`src/rtl/cell_hist.sv`:
```
// Per-cell orientation histogram: classifies each {magnitude, tan} sample into
// one of 9 orientation bins and emits the per-bin magnitude sums once per cell.
module cell_hist #(
  parameter int MAG_W    = 13,
  parameter int TAN_W    = 20,
  parameter int CELL_PIX = 64,
  parameter int BIN_W    = MAG_W + $clog2(CELL_PIX)
) (
  input  logic                 clk,
  input  logic                 rst,
  input  logic                 i_valid,
  input  logic [MAG_W-1:0]     magnitude,
  input  logic [TAN_W-1:0]     tan,
  output logic [9*BIN_W-1:0]   hist,
  output logic                 o_valid
);

  localparam int CNT_W = (CELL_PIX > 1) ? $clog2(CELL_PIX) : 1;
  localparam logic [CNT_W-1:0] LAST_CNT = CNT_W'(CELL_PIX - 1);

  // tan(20/40/60/80 deg) in Q4.16, and their negations
  localparam logic signed [TAN_W-1:0] T20 = TAN_W'(23853);
  localparam logic signed [TAN_W-1:0] T40 = TAN_W'(54991);
  localparam logic signed [TAN_W-1:0] T60 = TAN_W'(113512);
  localparam logic signed [TAN_W-1:0] T80 = TAN_W'(371673);
  localparam logic signed [TAN_W-1:0] N20 = TAN_W'(-23853);
  localparam logic signed [TAN_W-1:0] N40 = TAN_W'(-54991);
  localparam logic signed [TAN_W-1:0] N60 = TAN_W'(-113512);
  localparam logic signed [TAN_W-1:0] N80 = TAN_W'(-371673);

  logic signed [TAN_W-1:0] tan_s;
  logic [3:0]              bin_c;

  logic [CNT_W-1:0] cnt;
  logic             s1_valid, s1_last, s1_first;
  logic [MAG_W-1:0] s1_mag;
  logic [3:0]       s1_bin;
  logic [BIN_W-1:0] acc [9];
  logic             s2_done;

  assign tan_s = tan;

  // Strict less-than puts exact threshold values into the higher-angle bin
  always_comb begin
    bin_c = 4'd0;
    if (!tan_s[TAN_W-1]) begin
      if      (tan_s < T20) bin_c = 4'd0;
      else if (tan_s < T40) bin_c = 4'd1;
      else if (tan_s < T60) bin_c = 4'd2;
      else if (tan_s < T80) bin_c = 4'd3;
      else                  bin_c = 4'd4;
    end else begin
      if      (tan_s < N80) bin_c = 4'd4;
      else if (tan_s < N60) bin_c = 4'd5;
      else if (tan_s < N40) bin_c = 4'd6;
      else if (tan_s < N20) bin_c = 4'd7;
      else                  bin_c = 4'd8;
    end
  end

  always_ff @(posedge clk or posedge rst) begin
    if (rst) begin
      cnt      <= '0;
      s1_valid <= 1'b0;
      s1_last  <= 1'b0;
      s1_first <= 1'b0;
      s1_mag   <= '0;
      s1_bin   <= '0;
      for (int unsigned k = 0; k < 9; k++) acc[k] <= '0;
      s2_done  <= 1'b0;
      hist     <= '0;
      o_valid  <= 1'b0;
    end else begin
      s1_valid <= i_valid;
      if (i_valid) begin
        cnt      <= cnt + CNT_W'(1);
        s1_mag   <= magnitude;
        s1_bin   <= bin_c;
        s1_last  <= (cnt == LAST_CNT);
        s1_first <= (cnt == '0);
      end

      // First sample of a cell overwrites all bins, so cells need no clear cycle
      if (s1_valid) begin
        for (int unsigned k = 0; k < 9; k++)
          acc[k] <= (s1_first ? '0 : acc[k]) +
                    ((s1_bin == 4'(k)) ? BIN_W'(s1_mag) : '0);
      end

      s2_done <= s1_valid & s1_last;
      o_valid <= s2_done;
      if (s2_done) begin
        for (int unsigned k = 0; k < 9; k++)
          hist[k*BIN_W +: BIN_W] <= acc[k];
      end
    end
  end

endmodule

```
`config.mk`:
```
export PLATFORM = sky130hd
export DESIGN_NAME = cell_hist
export DESIGN_NICKNAME = d
export VERILOG_FILES = /design/src/rtl/cell_hist.sv
export SDC_FILE = /design/constraint.sdc
export NUM_CORES = 1
export LEC_CHECK = 0
export ABC_AREA = 1
export BUFFER_PORTS_ARGS = -buffer_cell sky130_fd_sc_hd__buf_2
export CORE_UTILIZATION = 45
export CTS_CLUSTER_DIAMETER = 80
export DETAILED_ROUTE_END_ITERATION = 10
export GPL_TIMING_DRIVEN = 0
export HOLD_SLACK_MARGIN = 0.02
export SYNTH_ARGS = -nofsm -noshare
export SYNTH_HDL_FRONTEND = slang
export SYNTH_SLANG_ARGS = --single-unit
```
`constraint.sdc`:
```
create_clock -name clk -period 17.22 [get_ports clk]
set_input_delay 0.861 -clock clk [delete_from_list [all_inputs] [get_ports clk]]
set_output_delay 0.861 -clock clk [all_outputs]
set_load 0.02 [all_outputs]
```
==> flow_metrics.tcl, run 1 <==
set metrics [dict create \
    fmax_mhz 267 \
    fp.dieW_um 222 \
    min_period_ns 3.74 \
    tightestPinTransition_ns 1.47 \
    n_antenna_cell 0 \
    dieArea_mm2 0.0493 \
    critPathKind "register to register" \
    wirelength_um 73100 \
    clk_pin_slew_worst_paths_ns 0.06 \
    final-max-slew-violation-count 0 \
    post_cts_resized 0 \
    cp.required_ns 17.67 \
    numCtsBuffers 43 \
    synth_enable_flop_cells 0 \
    io_pins 208 \
    dr.pass1.iters 6 \
    end_kind "register" \
    synth_area_per_cell_um2 7.55 \
    cts-root-buf "clkbuf_16" \
    postSynthCellCount 2888 \
    power.density_mw_per_mm2 149 \
    clock_path_buffers 3 \
    gr-usage-all-layers 0.298 \
    grt_pass1_wl_um 112000 \
    cts_setup_buffers 0 \
    startpoint "s1_first" \
    tns_ns 0 \
    ys_warn_count 0 \
    ys_ff_latch 370 \
    hold_buffers 0 \
    r2r-start "s1_first" \
    core_mm2 0.0477 \
    peakVddDrop_uv 91.7 \
    max-cap-violations 0 \
    gp_congestion 0.900 \
    synth_nets 3052 \
    p_leak_nw 13.2 \
    whs_ns 0.364 \
    hold_class "input port to async pin" \
    finalNonFillerCells 3787 \
    synth_cell_types 44 \
    numClockSinks 370 \
    clock_latency_ns 0.58 \
    drtIter0Drc 1625 \
    antenna_found_initial 1 \
    crit_fanout 10 \
    grt_setup_unrepaired "no" \
    dp_hpwl_um 52200 \
    via_per_inst 5.38 \
    grt_max_degree 112 \
    portBuffers 204 \
    via_count 20400 \
    seq_area_frac_synth 0.425 \
    finalSetupViolCount 0 \
    start_util 0.456 \
    start_kind "register" \
    synth_area_mm2 0.0218 \
    min_period_over_period 0.217 \
    synthArstFlopShare 1.00 \
    yosysTopAreaCellShare 0.425 \
    place_inst 3710 \
    finClkSkew_ns 0.0287 \
    cts_tree "yes" \
    htree_num_levels 2 \
    cp.arrival_ns 4.19 \
    postRouteAntennaNets 0 \
    die_h_um 222 \
    outcome "complete, no violations" \
    synthToLayoutAreaGrowth_pct 15.5 \
    drive_gt1_frac 0.113 \
    nFillCells 4649 \
    rows 80 \
    synth-main-ff-cell "dfrtp_1" \
    grt_overflow_total 0 \
    grt_pass1_vias 19400 \
    fin_nets 3304 \
    drc 0 \
    max-slew-margin-rel 0.0200 \
    synthTopCellsByArea "dfrtp_1 (42%), nand2_1 (10%), nor2_1 (9.6%), ha_1 (6.8%), inv_1 (5.8%)" \
    hold_viol_final 0 \
    wl_per_cell_um 19.3 \
    synth_top_cell_by_area "dfrtp_1" \
]
[power breakdown]
group,internal [W],switching (W)
clock,0.000592,0.000384
sequential,0.00118,0.000175
combinational,0.000471,0.000965
total,0.00224,0.00152
[worst max-delay path, stage by stage, from the launching register on]
cell and delay (ns):
dfrtp_1 0.34, buf_6 0.20, clkbuf_1 0.68, clkbuf_1 0.59, nor2_1 0.11, ha_1 0.34
nand3_1 0.09, nand2_1 0.12, a21oi_1 0.14, o21ai_0 0.59, nand3_1 0.20, xnor2_1 0.18
[final timing paths]
check / slack [ns] / to / cells past startpoint
setup / recovery: 13.48 / acc[91] / 11
hold / removal: 0.36 / hist[67] / 2
setup reg to reg: 13.48 / acc[91] / 11
hold reg to reg: 0.48 / acc[50] / 2
max in group asynchronous: 15.82 / acc[139] / 3
min in group clk: 0.47 / s1_valid / 1
[routing by layer]
metal,global-route usage,vias to the layer above,wire [µm]
met5,0,-,0
li1,-,9789,-
met2,0.481,647,33600
met3,0.0310,144,4140
met1,0.412,9811,32700
met4,0.117,0,2640
[cell type report]
class                           instances  area [µm²]  area share
Clock buffer                           57        1230      0.0489
Tap cell                              615         769      0.0306
Clock inverter                         20         263      0.0104
Timing Repair Buffer                  207        1100      0.0438
Sequential cell                       370        9260       0.368
Multi-Input combinational cell       2060       10800       0.428
Buffer                                104         439      0.0174
Inverter                              354        1340      0.0533
[per-stage QoR]
| step | instance area [µm²] | power (W) | setup slack [ns] | utilization |
|---|---|---|---|---|
| 3_3_place_gp | 23600 | 0.00276 | 1.67 | 0.494 |
| 2_1_floorplan | 21800 | 0.00232 | 6.09 | - |
| 5_1_grt | 25200 | 0.00401 | 13.27 | 0.527 |
| 4_1_cts | 25200 | 0.00378 | 13.51 | 0.527 |
| 3_5_place_dp | 23700 | 0.00279 | 13.54 | 0.496 |
| 6_report | 25200 | 0.00376 | 13.48 | 0.527 |
[synth_stat cells, types with 33 or more instances]
library cell	n
xor2_1	33
ha_1	119
a21oi_1	245
nand3_1	119
mux2_2	35
nand4_1	37
nor2_1	555
clkbuf_1	74
dfrtp_1	370
nand2_1	586
xnor2_1	38
o21ai_0	136
inv_1	338
[flip-flops by register name, summed over array words and instances, names as in the netlist]
signal / count
acc: 171
hist: 171
s1_mag: 13
cnt: 6
s1_bin: 4
o_valid: 1
s1_first: 1
s1_last: 1
s1_valid: 1
s2_done: 1
[cell families after synthesis]
logic type               after synthesis  share of synthesized area
AND/OR/NAND/NOR                     1347                      0.249
multiplexers                          35                     0.0181
adder cells (fa/ha/maj)              128                     0.0766
buffers and inverters                458                     0.0813
AO/OA/AOI/OAI                        479                      0.122
XOR/XNOR                              71                     0.0285
flip-flops                           370                      0.425
[placed cells by master, fill, tap and decap left out, types with 3 or more instances in the layout]
cell type,count
a21o_1,9
a21oi_1,245
a32oi_1,7
buf_1,11
buf_16,3
buf_2,218
bufinv_16,6
clkbuf_1,80
clkbuf_16,45
clkbuf_8,6
clkinv_1,15
clkinv_2,10
dfrtp_1,370
fa_1,9
ha_1,119
inv_1,337
mux2_2,35
nand2_1,586
nand3_1,119
nand3b_1,4
nand4_1,37
nor2_1,555
nor3_1,29
nor3_2,3
nor3b_1,7
nor4_1,3
o211ai_2,9
o21a_1,9
o21ai_0,136
o21ai_1,9
o21ai_2,9
o21bai_1,10
o22ai_1,29
xnor2_1,38
xor2_1,33
Note: power is estimated with default switching activity, not from simulation.
==> run 2, diff against run 1 <==
--- a/config.mk
+++ b/config.mk
@@ -5,7 +5,7 @@
 export SDC_FILE = /design/constraint.sdc
 export NUM_CORES = 1
 export LEC_CHECK = 0
-export ABC_AREA = 1
+export ABC_AREA = 0
 export BUFFER_PORTS_ARGS = -buffer_cell sky130_fd_sc_hd__buf_2
 export CORE_UTILIZATION = 45
 export CTS_CLUSTER_DIAMETER = 80
==> constraint.sdc (replaced) <==
create_clock -name clk -period 3.9 [get_ports clk]
set_input_delay 0.195 -clock clk [delete_from_list [all_inputs] [get_ports clk]]
set_output_delay 0.195 -clock clk [all_outputs]
set_load 0.02 [all_outputs]
==> run 2 against run 1 <==
  * Non-clock buffer count is 1 higher
  * Largest power group is now registers
  * Final cell count down 21%
  * Total power rose to 3.7 times the previous value
  * Critical path type unchanged
  * Largest cell class unchanged
  * Maximum frequency rose by 1.5%
  * Clock power grew to 4.3 times the previous value
  * Critical endpoint is now acc[75]
==> flow_metrics.tcl, run 2 <==
set metrics [dict create \
    outcome "complete, no violations" \
    seq_area_frac_synth 0.427 \
    drive_gt1_frac 0.268 \
    crit_fanout 10 \
    synth_enable_flop_cells 0 \
    ys_ff_latch 370 \
    r2r_slack_ns 0.21 \
    core_mm2 0.0476 \
    dieArea_mm2 0.0491 \
    numCtsBuffers 42 \
    end_kind "register" \
    wirelength_um 61300 \
    finalNonFillerCells 2989 \
    max-cap-violations 0 \
    fp.dieW_um 222 \
    clock_path_buffers 3 \
    gp_congestion 0.924 \
    place_area_mm2 0.0237 \
    reg2reg_depth 12 \
    cp.required_ns 4.34 \
    min_period_ns 3.69 \
    start_kind "register" \
    drtIter0Drc 1242 \
    tns_ns 0 \
    portBuffers 202 \
    min_period_over_period 0.945 \
    synthArstFlopShare 1.00 \
    htree_num_levels 2 \
    start_util 0.455 \
    synth_top_cell_by_area "dfrtp_1" \
    cp.arrival_ns 4.13 \
    synthTopCellsByArea "dfrtp_1 (43%), mux2_2 (14%), ha_1 (6.9%), nor2b_1 (3.7%), and2_1 (3.2%)" \
    synth_area_mm2 0.0217 \
    final_common_cell "dfrtp_1" \
    antenna_found_initial 2 \
    p_leak_nw 12.6 \
    synthMostInstantiatedCell "dfrtp_1" \
    min_path_cells 4 \
    numClockSinks 370 \
    synth_common_cells "dfrtp_1 (370), mux2_2 (272), nand2_1 (133)" \
    max-slew-margin-rel 0.234 \
    finalSetupViolCount 0 \
    grt_max_degree 44 \
    regToRegEndpoint "acc[75]" \
    finClkSkew_ns 0.0162 \
    fmax_mhz 271 \
    hold_class "input port to register" \
    place_inst 2896 \
    synth_nets 2233 \
    worstHoldStart "tan[19]" \
    io_pins 208 \
    gr-usage-all-layers 0.251 \
    rows 80 \
    fin_ws_ns 0.215 \
    clock_latency_ns 0.58 \
    dp_slack_ns -0.579 \
    ys_warn_count 0 \
    via_count 17000 \
    synthToLayoutAreaGrowth_pct 17.6 \
    grt_pass1_vias 16500 \
    dp_hpwl_um 43700 \
    synth-main-ff-cell "dfrtp_1" \
    hold_end "s1_bin[0]" \
    dr.pass1.iters 5 \
    die_h_um 222 \
    final-max-slew-violation-count 0 \
    drc 0 \
    clk_pin_slew_worst_paths_ns 0.06 \
    power.density_mw_per_mm2 550 \
    grt_overflow_total 0 \
    largestRegisters "acc (171), hist (171), s1_mag (13)" \
    postSynthCellCount 2069 \
    synth_area_per_cell_um2 10.5 \
    cts-root-buf "clkbuf_16" \
    yosysTopAreaCellShare 0.427 \
    mostFrequentLayoutCells "dfrtp_1 (366), mux2_2 (272), buf_2 (203)" \
    critPathKind "register to register" \
    synth_cell_types 73 \
    fin_nets 2506 \
    via_per_inst 5.69 \
    hold_viol_final 0 \
    cts_tree "yes" \
    totalPowerFinal_w 0.0140 \
    final_cell_area_mm2 0.0255 \
    wl_per_cell_um 20.5 \
    grt_setup_unrepaired "yes" \
    r2r-start "s1_bin[3]" \
    tightestPinTransition_ns 1.15 \
    postRouteAntennaNets 0 \
    grt_pass1_wl_um 95500 \
    peakVddDrop_uv 308 \
]
run 2: changes by cell type after synthesis, moves of 41 or more:
cell,before,now
o21ai_0,136,74
a21oi_1,245,94
nand2_1,586,133
nor2_1,555,82
nand3_1,119,31
xnor2_1,38,79
inv_1,338,69
mux2_2,35,272
and2_1,0,112
nor2b_1,0,129
run 2: layout make-up:
cell class | count | area (µm²)
well taps | 615 | 769
diodes | 1 | 2.50
clock inverters | 14 | 173
multi-input cells | 1546 | 12000
inverters | 70 | 267
clock buffers | 61 | 1290
flip-flops and latches | 370 | 9260
plain buffers | 83 | 369
fillers | 4258 | 22200
repair buffers | 229 | 1390
run 2: through the flow:
| stage | utilization | hold WS [ns] |
|---|---|---|
| 6_report | 0.535 | 0.160 |
| 5_1_grt | 0.535 | 0.155 |
| 4_1_cts | 0.532 | 0.131 |
| 3_5_place_dp | 0.497 | 0.348 |
| 3_3_place_gp | 0.492 | 0.387 |
| 2_1_floorplan | - | 0.226 |
run 2: report_power, final:
| group | switching (W) | internal [W] | leakage (nW) |
|---|---|---|---|
| Sequential | 0.000747 | 0.00455 | 4.88 |
| Clock | 0.00164 | 0.00254 | 0.725 |
| Combinational | 0.00240 | 0.00213 | 7.02 |
| Total | 0.00479 | 0.00923 | 12.6 |
run 2: how the worst max path moves through the flow:
| stage | to | depth (start not counted) | start |
|---|---|---|---|
| 2_1_floorplan | acc[0] | 1 | rst |
| 3_3_place_gp | hist[80] | 2 | rst |
| 3_5_place_dp | acc[55] | 13 | s1_first |
| 4_1_cts | acc[13] | 12 | s1_bin[3] |
| 5_1_grt | acc[94] | 12 | s1_bin[3] |
| 6_report | acc[75] | 12 | s1_bin[3] |
run 2: per-layer routing:
| layer | global-route usage | up-vias | wire, µm | share of wire |
|---|---|---|---|---|
| met5 | 0 | - | 0 | 0 |
| met4 | 0.0840 | 0 | 1900 | 0.031 |
| met3 | 0.0292 | 105 | 3110 | 0.051 |
| met2 | 0.401 | 434 | 28100 | 0.46 |
| met1 | 0.354 | 8481 | 28200 | 0.46 |
| li1 | - | 7987 | - | - |
run 2: kinds of logic after synthesis:
| group | after synthesis | synth area share |
|---|---|---|
| simple gates | 633 | 0.156 |
| compound gates | 407 | 0.128 |
| flops | 370 | 0.427 |
| mux | 277 | 0.144 |
| buf+inv | 153 | 0.0277 |
| fa+ha+maj | 128 | 0.0770 |
| xor+xnor | 101 | 0.0408 |
run 2: repair_timing:
action | 4_1_cts | 5_1_grt
setup endpoints to repair | 89 | 56
cloned | 0 | 0
resized for setup | 26 | 43
pin swaps | 0 | 3
hold buffers | 15 | 0
buffers inserted | 0 | 2
endpoints found under the hold margin | 38 | 0
run 2: critical path, stage by stage, from the launching register on:
cell,delay [ns]
dfrtp_2,0.50
nand2b_1,0.27
nor2_2,0.23
clkbuf_2,0.29
nand2_1,0.14
fa_1,0.52
nor2b_1,0.18
o2111ai_1,0.14
a32oi_1,0.41
a41oi_1,0.22
nor2b_1,0.28
o2111ai_1,0.18
xor2_1,0.19
